## config.mk

```make
export PLATFORM = sky130hd
export DESIGN_NAME = mem_port_arbiter
export DESIGN_NICKNAME = d
export VERILOG_FILES = /design/src/rtl/pipe_pkg.sv /design/src/rtl/arb_starve_ctr.sv /design/src/rtl/mem_port_arbiter.sv
export SDC_FILE = /design/constraint.sdc
export NUM_CORES = 1
export LEC_CHECK = 0
export BUFFER_PORTS_ARGS = -buffer_cell sky130_fd_sc_hd__clkbuf_2
export CAP_MARGIN = 20
export CORE_ASPECT_RATIO = 1.1
export CORE_MARGIN = 3
export CORE_UTILIZATION = 51
export CTS_CLUSTER_SIZE = 14
export DETAILED_ROUTE_END_ITERATION = 8
export GPL_TIMING_DRIVEN = 0
export PLACE_DENSITY = 0.86
export SLEW_MARGIN = 25
export SYNTH_ARGS = -nofsm -noshare
export SYNTH_HDL_FRONTEND = slang
export SYNTH_HIERARCHICAL = 1
export SYNTH_SLANG_ARGS = --single-unit
export TNS_END_PERCENT = 5
```

## constraint.sdc

```tcl
create_clock -name clk -period 6.6 [get_ports clk]
set_input_delay 0.33 -clock clk [delete_from_list [all_inputs] [get_ports clk]]
set_output_delay 0.33 -clock clk [all_outputs]
set_load 0.02 [all_outputs]
```

## src/rtl/pipe_pkg.sv

```systemverilog
// Shared types and defaults for the pipeline memory-port arbiter.
package pipe_pkg;

    localparam int ADDR_W_DEF = 32;
    localparam int DATA_W_DEF = 32;

    typedef enum logic [1:0] {
        ST_IDLE     = 2'd0,
        ST_ISSUE    = 2'd1,
        ST_WAIT_RSP = 2'd2
    } arb_state_t;

    typedef enum logic {
        OWN_IF = 1'b0,
        OWN_DM = 1'b1
    } owner_t;

endpackage

```

## src/rtl/arb_starve_ctr.sv

```systemverilog
// Priority decision between IF and DM with a saturating starvation counter:
// DM normally wins ties, but after STARVE_MAX consecutive tie losses IF wins once.
module arb_starve_ctr #(
    parameter int STARVE_MAX = 3
) (
    input  logic clk,
    input  logic rst_n,
    input  logic if_req,
    input  logic dm_req,
    input  logic grant_en,
    output logic grant_if,
    output logic grant_dm
);

    logic [3:0] r_starve_cnt;
    logic       w_if_prio;

    assign w_if_prio = (r_starve_cnt == 4'(STARVE_MAX));

    // Grant decision: a lone requester wins; on a tie DM wins unless IF is starved.
    always_comb begin
        grant_if = grant_en & if_req & (~dm_req | w_if_prio);
        grant_dm = grant_en & dm_req & ~grant_if;
    end

    // Count DM grants that made IF wait; any IF grant clears the count.
    always_ff @(posedge clk or negedge rst_n) begin
        if (!rst_n) begin
            r_starve_cnt <= '0;
        end else if (grant_if) begin
            r_starve_cnt <= '0;
        end else if (grant_dm && if_req && !w_if_prio) begin
            r_starve_cnt <= r_starve_cnt + 4'd1;
        end
    end

endmodule

```

## src/rtl/mem_port_arbiter.sv

```systemverilog
// Shares one single-ported memory between the IF and MEM pipeline stages,
// running one valid/ready request plus rvalid response at a time.
module mem_port_arbiter
    import pipe_pkg::*;
#(
    parameter int ADDR_W     = ADDR_W_DEF,
    parameter int DATA_W     = DATA_W_DEF,
    parameter int STARVE_MAX = 3
) (
    input  logic              clk,
    input  logic              reset,
    input  logic              if_req,
    input  logic [ADDR_W-1:0] if_addr,
    output logic [DATA_W-1:0] if_rdata,
    output logic              if_done,
    input  logic              dm_req,
    input  logic              dm_we,
    input  logic [ADDR_W-1:0] dm_addr,
    input  logic [DATA_W-1:0] dm_wdata,
    output logic [DATA_W-1:0] dm_rdata,
    output logic              dm_done,
    output logic              stall_if,
    output logic              stall_mem,
    output logic              mem_valid,
    input  logic              mem_ready,
    output logic              mem_we,
    output logic [ADDR_W-1:0] mem_addr,
    output logic [DATA_W-1:0] mem_wdata,
    input  logic              mem_rvalid,
    input  logic [DATA_W-1:0] mem_rdata
);

    arb_state_t        r_state;
    owner_t            r_owner;
    logic              r_mem_valid;
    logic              r_mem_we;
    logic [ADDR_W-1:0] r_mem_addr;
    logic [DATA_W-1:0] r_mem_wdata;
    logic [DATA_W-1:0] r_if_rdata;
    logic [DATA_W-1:0] r_dm_rdata;
    logic              r_if_done;
    logic              r_dm_done;

    logic              w_grant_en;
    logic              w_grant_if;
    logic              w_grant_dm;

    // No arbitration in the done cycle: the finishing stage's req is still its
    // old request, so the next grant waits for the following cycle's req values.
    assign w_grant_en = (r_state == ST_IDLE) & ~r_if_done & ~r_dm_done;

    arb_starve_ctr #(
        .STARVE_MAX (STARVE_MAX)
    ) u_arb (
        .clk      (clk),
        .rst_n    (reset),
        .if_req   (if_req),
        .dm_req   (dm_req),
        .grant_en (w_grant_en),
        .grant_if (w_grant_if),
        .grant_dm (w_grant_dm)
    );

    // Transaction sequencer: grant and latch payload, hold until accepted, await response.
    always_ff @(posedge clk or negedge reset) begin
        if (!reset) begin
            r_state     <= ST_IDLE;
            r_owner     <= OWN_IF;
            r_mem_valid <= 1'b0;
            r_mem_we    <= 1'b0;
            r_mem_addr  <= '0;
            r_mem_wdata <= '0;
            r_if_rdata  <= '0;
            r_dm_rdata  <= '0;
            r_if_done   <= 1'b0;
            r_dm_done   <= 1'b0;
        end else begin
            r_if_done <= 1'b0;
            r_dm_done <= 1'b0;
            case (r_state)
                ST_IDLE: begin
                    if (w_grant_if || w_grant_dm) begin
                        r_owner     <= w_grant_if ? OWN_IF : OWN_DM;
                        r_mem_addr  <= w_grant_if ? if_addr : dm_addr;
                        r_mem_we    <= w_grant_dm & dm_we;
                        r_mem_wdata <= w_grant_if ? '0 : dm_wdata;
                        r_mem_valid <= 1'b1;
                        r_state     <= ST_ISSUE;
                    end
                end
                ST_ISSUE: begin
                    if (mem_ready) begin
                        r_mem_valid <= 1'b0;
                        r_state     <= ST_WAIT_RSP;
                    end
                end
                ST_WAIT_RSP: begin
                    if (mem_rvalid) begin
                        if (r_owner == OWN_IF) begin
                            r_if_rdata <= mem_rdata;
                            r_if_done  <= 1'b1;
                        end else begin
                            if (!r_mem_we) begin
                                r_dm_rdata <= mem_rdata;
                            end
                            r_dm_done <= 1'b1;
                        end
                        r_state <= ST_IDLE;
                    end
                end
                default: r_state <= ST_IDLE;
            endcase
        end
    end

    assign mem_valid = r_mem_valid;
    assign mem_we    = r_mem_we;
    assign mem_addr  = r_mem_addr;
    assign mem_wdata = r_mem_wdata;
    assign if_rdata  = r_if_rdata;
    assign dm_rdata  = r_dm_rdata;
    assign if_done   = r_if_done;
    assign dm_done   = r_dm_done;

    // Stalls are combinational so the pipeline freezes in the same cycle.
    assign stall_if  = if_req & ~r_if_done;
    assign stall_mem = dm_req & ~r_dm_done;

endmodule

```

==> key figures <==
Status
  • Status: complete, no violations

Timing
  • RSZ-0062 raised after global routing: false
  • Final Cycle Share: 0.4770
  • Worst-Margin Slew: 650.8 ps
  • Setup-failing EPs final: 0
  • Max-slew violations: 0
  • Normalized max-slew margin: 0.5621
  • Final WS setup: 3452 ps
  • Tmin final: around 3100 ps
  • Clock skew: 6.746 ps
  • Fmax: 317.7 MHz
  • Hold Vio Cnt, Final: 0
  • Setup Total Neg Slack: 0 ps

Power and ir drop
  • Power Density: 536.9 nW/um^2
  • Max VDD drop: roughly 0.00030 V
  • Leak Pwr: 4.168 nW

Clocking
  • Clock Latency Late Sink: 400 ps
  • CTS Buf Count: 17
  • Clk buf depth: 2
  • Clock slew at reported path FFs: 60 ps
  • TritonCTS clock tree: yes
  • Clock root buffer: clkbuf_16
  • Num Clock Sinks: about 140
  • # H-tree levels: 4

Critical path
  • Most frequent CP cell: buf_2
  • Chain of cells forming the critical path: buf_2 > nor4_1 > nand2_2 > and2b_2 > buf_2 > clkbuf_1 > o21ai_0 > a32o_1
  • Worst Path Required: 6890 ps
  • Reg2Reg Setup Slack: 3450 ps
  • Setup CP Type: reg2reg
  • Crit end category: register
  • Crit. Startpoint: r_state[1]
  • Max incr delay on CP: 610 ps
  • Reg2Reg Depth: 8
  • Worst setup path end: mem_we
  • Critical-path top delay cell: nor4_1
  • Crit-path max FO: 10
  • Worst Path Arrival: 3440 ps
  • Number of stages on the worst setup path: 8
  • Buf/Inv on CP: 3
  • CP Launch Type: register
  • Cell family with most CP delay: simple AND/OR/NAND/NOR gates
  • Worst r2r src: r_state[1]
  • Reg2reg end: mem_we

Global routing
  • Grt ovf: 0
  • First-pass GRT wire length: 23.75 mm
  • Largest net degree at the start of global routing: 80
  • GRT Total Usage: 0.2361
  • Initial antenna violation count: 0
  • Vias in the first global route: between 4k and 5k

Floorplan
  • Die W: 109.6 um
  • Initial Util: 0.5367
  • Die H: 119.9 um
  • Core area: 11210 um^2
  • Die ar.: around 13000 um^2
  • I/O Pins: 269
  • Rows: 40

Placement
  • I/O Buffers: 268
  • Routability-driven placement congestion ratio: 0.8225
  • Final HPWL DP: 11.58 mm
  • Post-DP Area: 7579 um^2
  • DP Worst Slack: 3543 ps

Cells and area
  • Area Growth Syn to Fin: 37.06%
  • Share of post-route cells with drive strength above 1: 0.6853
  • Fin area: 8247 um^2
  • ANT cells: 0
  • Post-layout nets: 820

Logic synthesis
  • Sequential area share after synthesis: 0.5781
  • Xor/xnor share of the synthesized area: 0
  • Compound-Gate Fraction of Synth Area: 0.01268
  • YS warnings: 6
  • Largest family of logic cells by synthesized area: multiplexers
  • Mapped Cells: 395
  • Synthesized net count: 531
  • Adder-cell share of the synthesized area: 0.002079
  • Synth unique cells: 34
  • Synthesis-stage register bit count: ~140
  • Post-synthesis simple-gate area fraction: 0.06363
  • Syn avg cell area: 15.23 um^2
  • Cell Area, Synth: 6017 um^2
  • Mux cell area share after synthesis: 0.3198

Detailed routing
  • Met3 wire length: 1.496 mm
  • Routed Antenna Nets: 0
  • Vias: around 4.3k
  • Max Used Layer: met4
  • DRC Markers: 0
  • Wire length per cell: 18.17 um
  • Routed wire length: 15.32 mm
  • Initial DRC count: about 180
  • Pre-antenna DRT Iters: 5
  • M1 WL: about 5.7 mm
  • Routed vias/inst: 5.101
  • Met2 WL: just under 8 mm

Hold path
  • Min-delay src: mem_ready
  • Worst Hold Class: in2reg

Run
  • Max_cap viols: 0
## cells in the mapped netlist
cell type | instances | area share
inv_1 | 3 | 0.0019
nand2_2 | 1 | 0.0010
nor2b_1 | 34 | 0.035
ha_1 | 1 | 0.0021
a32o_1 | 1 | 0.0017
nor3_4 | 1 | 0.0027
mux2_4 | 30 | 0.075
mux2_1 | 5 | 0.0094
nor4_1 | 1 | 0.0010
or2b_1 | 1 | 0.0012
o22ai_1 | 2 | 0.0021
nand3b_1 | 1 | 0.0012
or2_2 | 1 | 0.0010
clkbuf_1 | 5 | 0.0031
nor2b_4 | 1 | 0.0023
buf_4 | 3 | 0.0037
mux2_2 | 125 | 0.23
a22o_2 | 1 | 0.0017
nor3b_4 | 1 | 0.0031
nand3_1 | 4 | 0.0033
dfrtp_1 | 139 | 0.58
nand2b_1 | 2 | 0.0021
a21oi_1 | 1 | 0.00083
or4b_1 | 1 | 0.0017
o21ai_1 | 1 | 0.00083
and4b_1 | 1 | 0.0017
mux2i_1 | 1 | 0.0017
nor2_1 | 3 | 0.0019
and2b_2 | 1 | 0.0015
buf_2 | 9 | 0.0075
a2bb2oi_1 | 1 | 0.0015
buf_6 | 4 | 0.0075
nand2_1 | 4 | 0.0025
o21ai_0 | 5 | 0.0042
## report_power, final
part	internal, mW	switching, mW	leakage, nW
logic	0.835	1.03	2.16
clock network	0.700	0.349	0.316
registers	1.27	0.243	1.69
## through the flow
stage | instances | util | hold slack (ps) | total power, mW
after detailed placement | 811 | 0.6760 | 338.0 | 3.393
final | 843 | 0.7356 | 141.5 | 4.428
after global routing | 843 | 0.7356 | 149.9 | 4.659
after CTS | 843 | 0.7356 | 122.3 | 4.468
after floorplan | 395 | - | 34.41 | 2.724
after global placement | 810 | 0.6728 | 469.8 | 3.322
## worst min path at each step
stage,slack [ps],cells past startpoint,end
floorplan,30,0,dm_done
finish,140,2,r_state[0]
CTS,120,2,r_state[0]
global route,150,2,dm_rdata[15]
detailed placement,340,1,if_rdata[1]
global placement,470,1,mem_addr[10]
## worst register-to-register path, stage by stage, from the launching register on
cell,delay (ps)
dfrtp_1,350
buf_2,170
nor4_1,610
nand2_2,220
and2b_2,330
buf_2,270
clkbuf_1,510
o21ai_0,310
a32o_1,270
## final cells by class
| cell class | instances | area, um^2 |
|---|---|---|
| Clock buffer | 21 | 470.5 |
| Buffer | 21 | 131.4 |
| Sequential cell | 139 | 3478 |
| Clock inverter | 10 | 187.7 |
| Tap cell | 147 | 183.9 |
| Fill cell | 745 | 2964 |
| Inverter | 3 | 11.26 |
| Multi-Input combinational cell | 232 | 2396 |
| Timing Repair Buffer | 270 | 1388 |
## what timing repair did
item                       in CTS  in global routing
setup endpoints to repair       0                  0
hold endpoints to repair       60                  0
resized for setup               0                  0
buffers inserted                0                  0
hold buffers                    1                  0
## sequential cells by signal, summed over array words and instances (netlist names)
register,count
r_state,2
if_done,1
u_arb/r_starve_cnt,4
mem_valid,1
dm_done,1
mem_we,1
if_rdata,32
dm_rdata,32
mem_wdata,32
mem_addr,32
r_owner,1
## cells by family (layout without fill, tap and decap cells)
group	Yosys count	after routing
AO/OA/AOI/OAI	12	12
adder cells (fa/ha/maj)	1	1
buffers and inverters	24	325
flip-flops	139	139
multiplexers	161	161
AND/OR/NAND/NOR	58	58
## per-layer routing
layer	global-route usage	vias up
li1	-	1971
met1	0.2614	2092
met2	0.4088	212
met3	0.08338	25
met4	0.09353	0
met5	0	-
## layout by cell type (no fill, tap or decap), drive strengths merged
cell type and instances:
mux2 160, nor3 1, nor2b 35, buf 17
dfrtp 139, a32o 1, o22ai 2, a2bb2oi 1
nor4 1, a22o 1, or2 1, mux2i 1
and2b 1, or2b 1, clkinvlp 2, clkbuf 294
clkinv 2, nand3b 1, nand2 5, nand3 4
dlygate4sd3 1, nand2b 2, inv 4, and4b 1
nor2 3, o21ai 6, nor3b 1, bufinv 5
ha 1, a21oi 1, or4b 1
(Power assumes the default switching activity.)
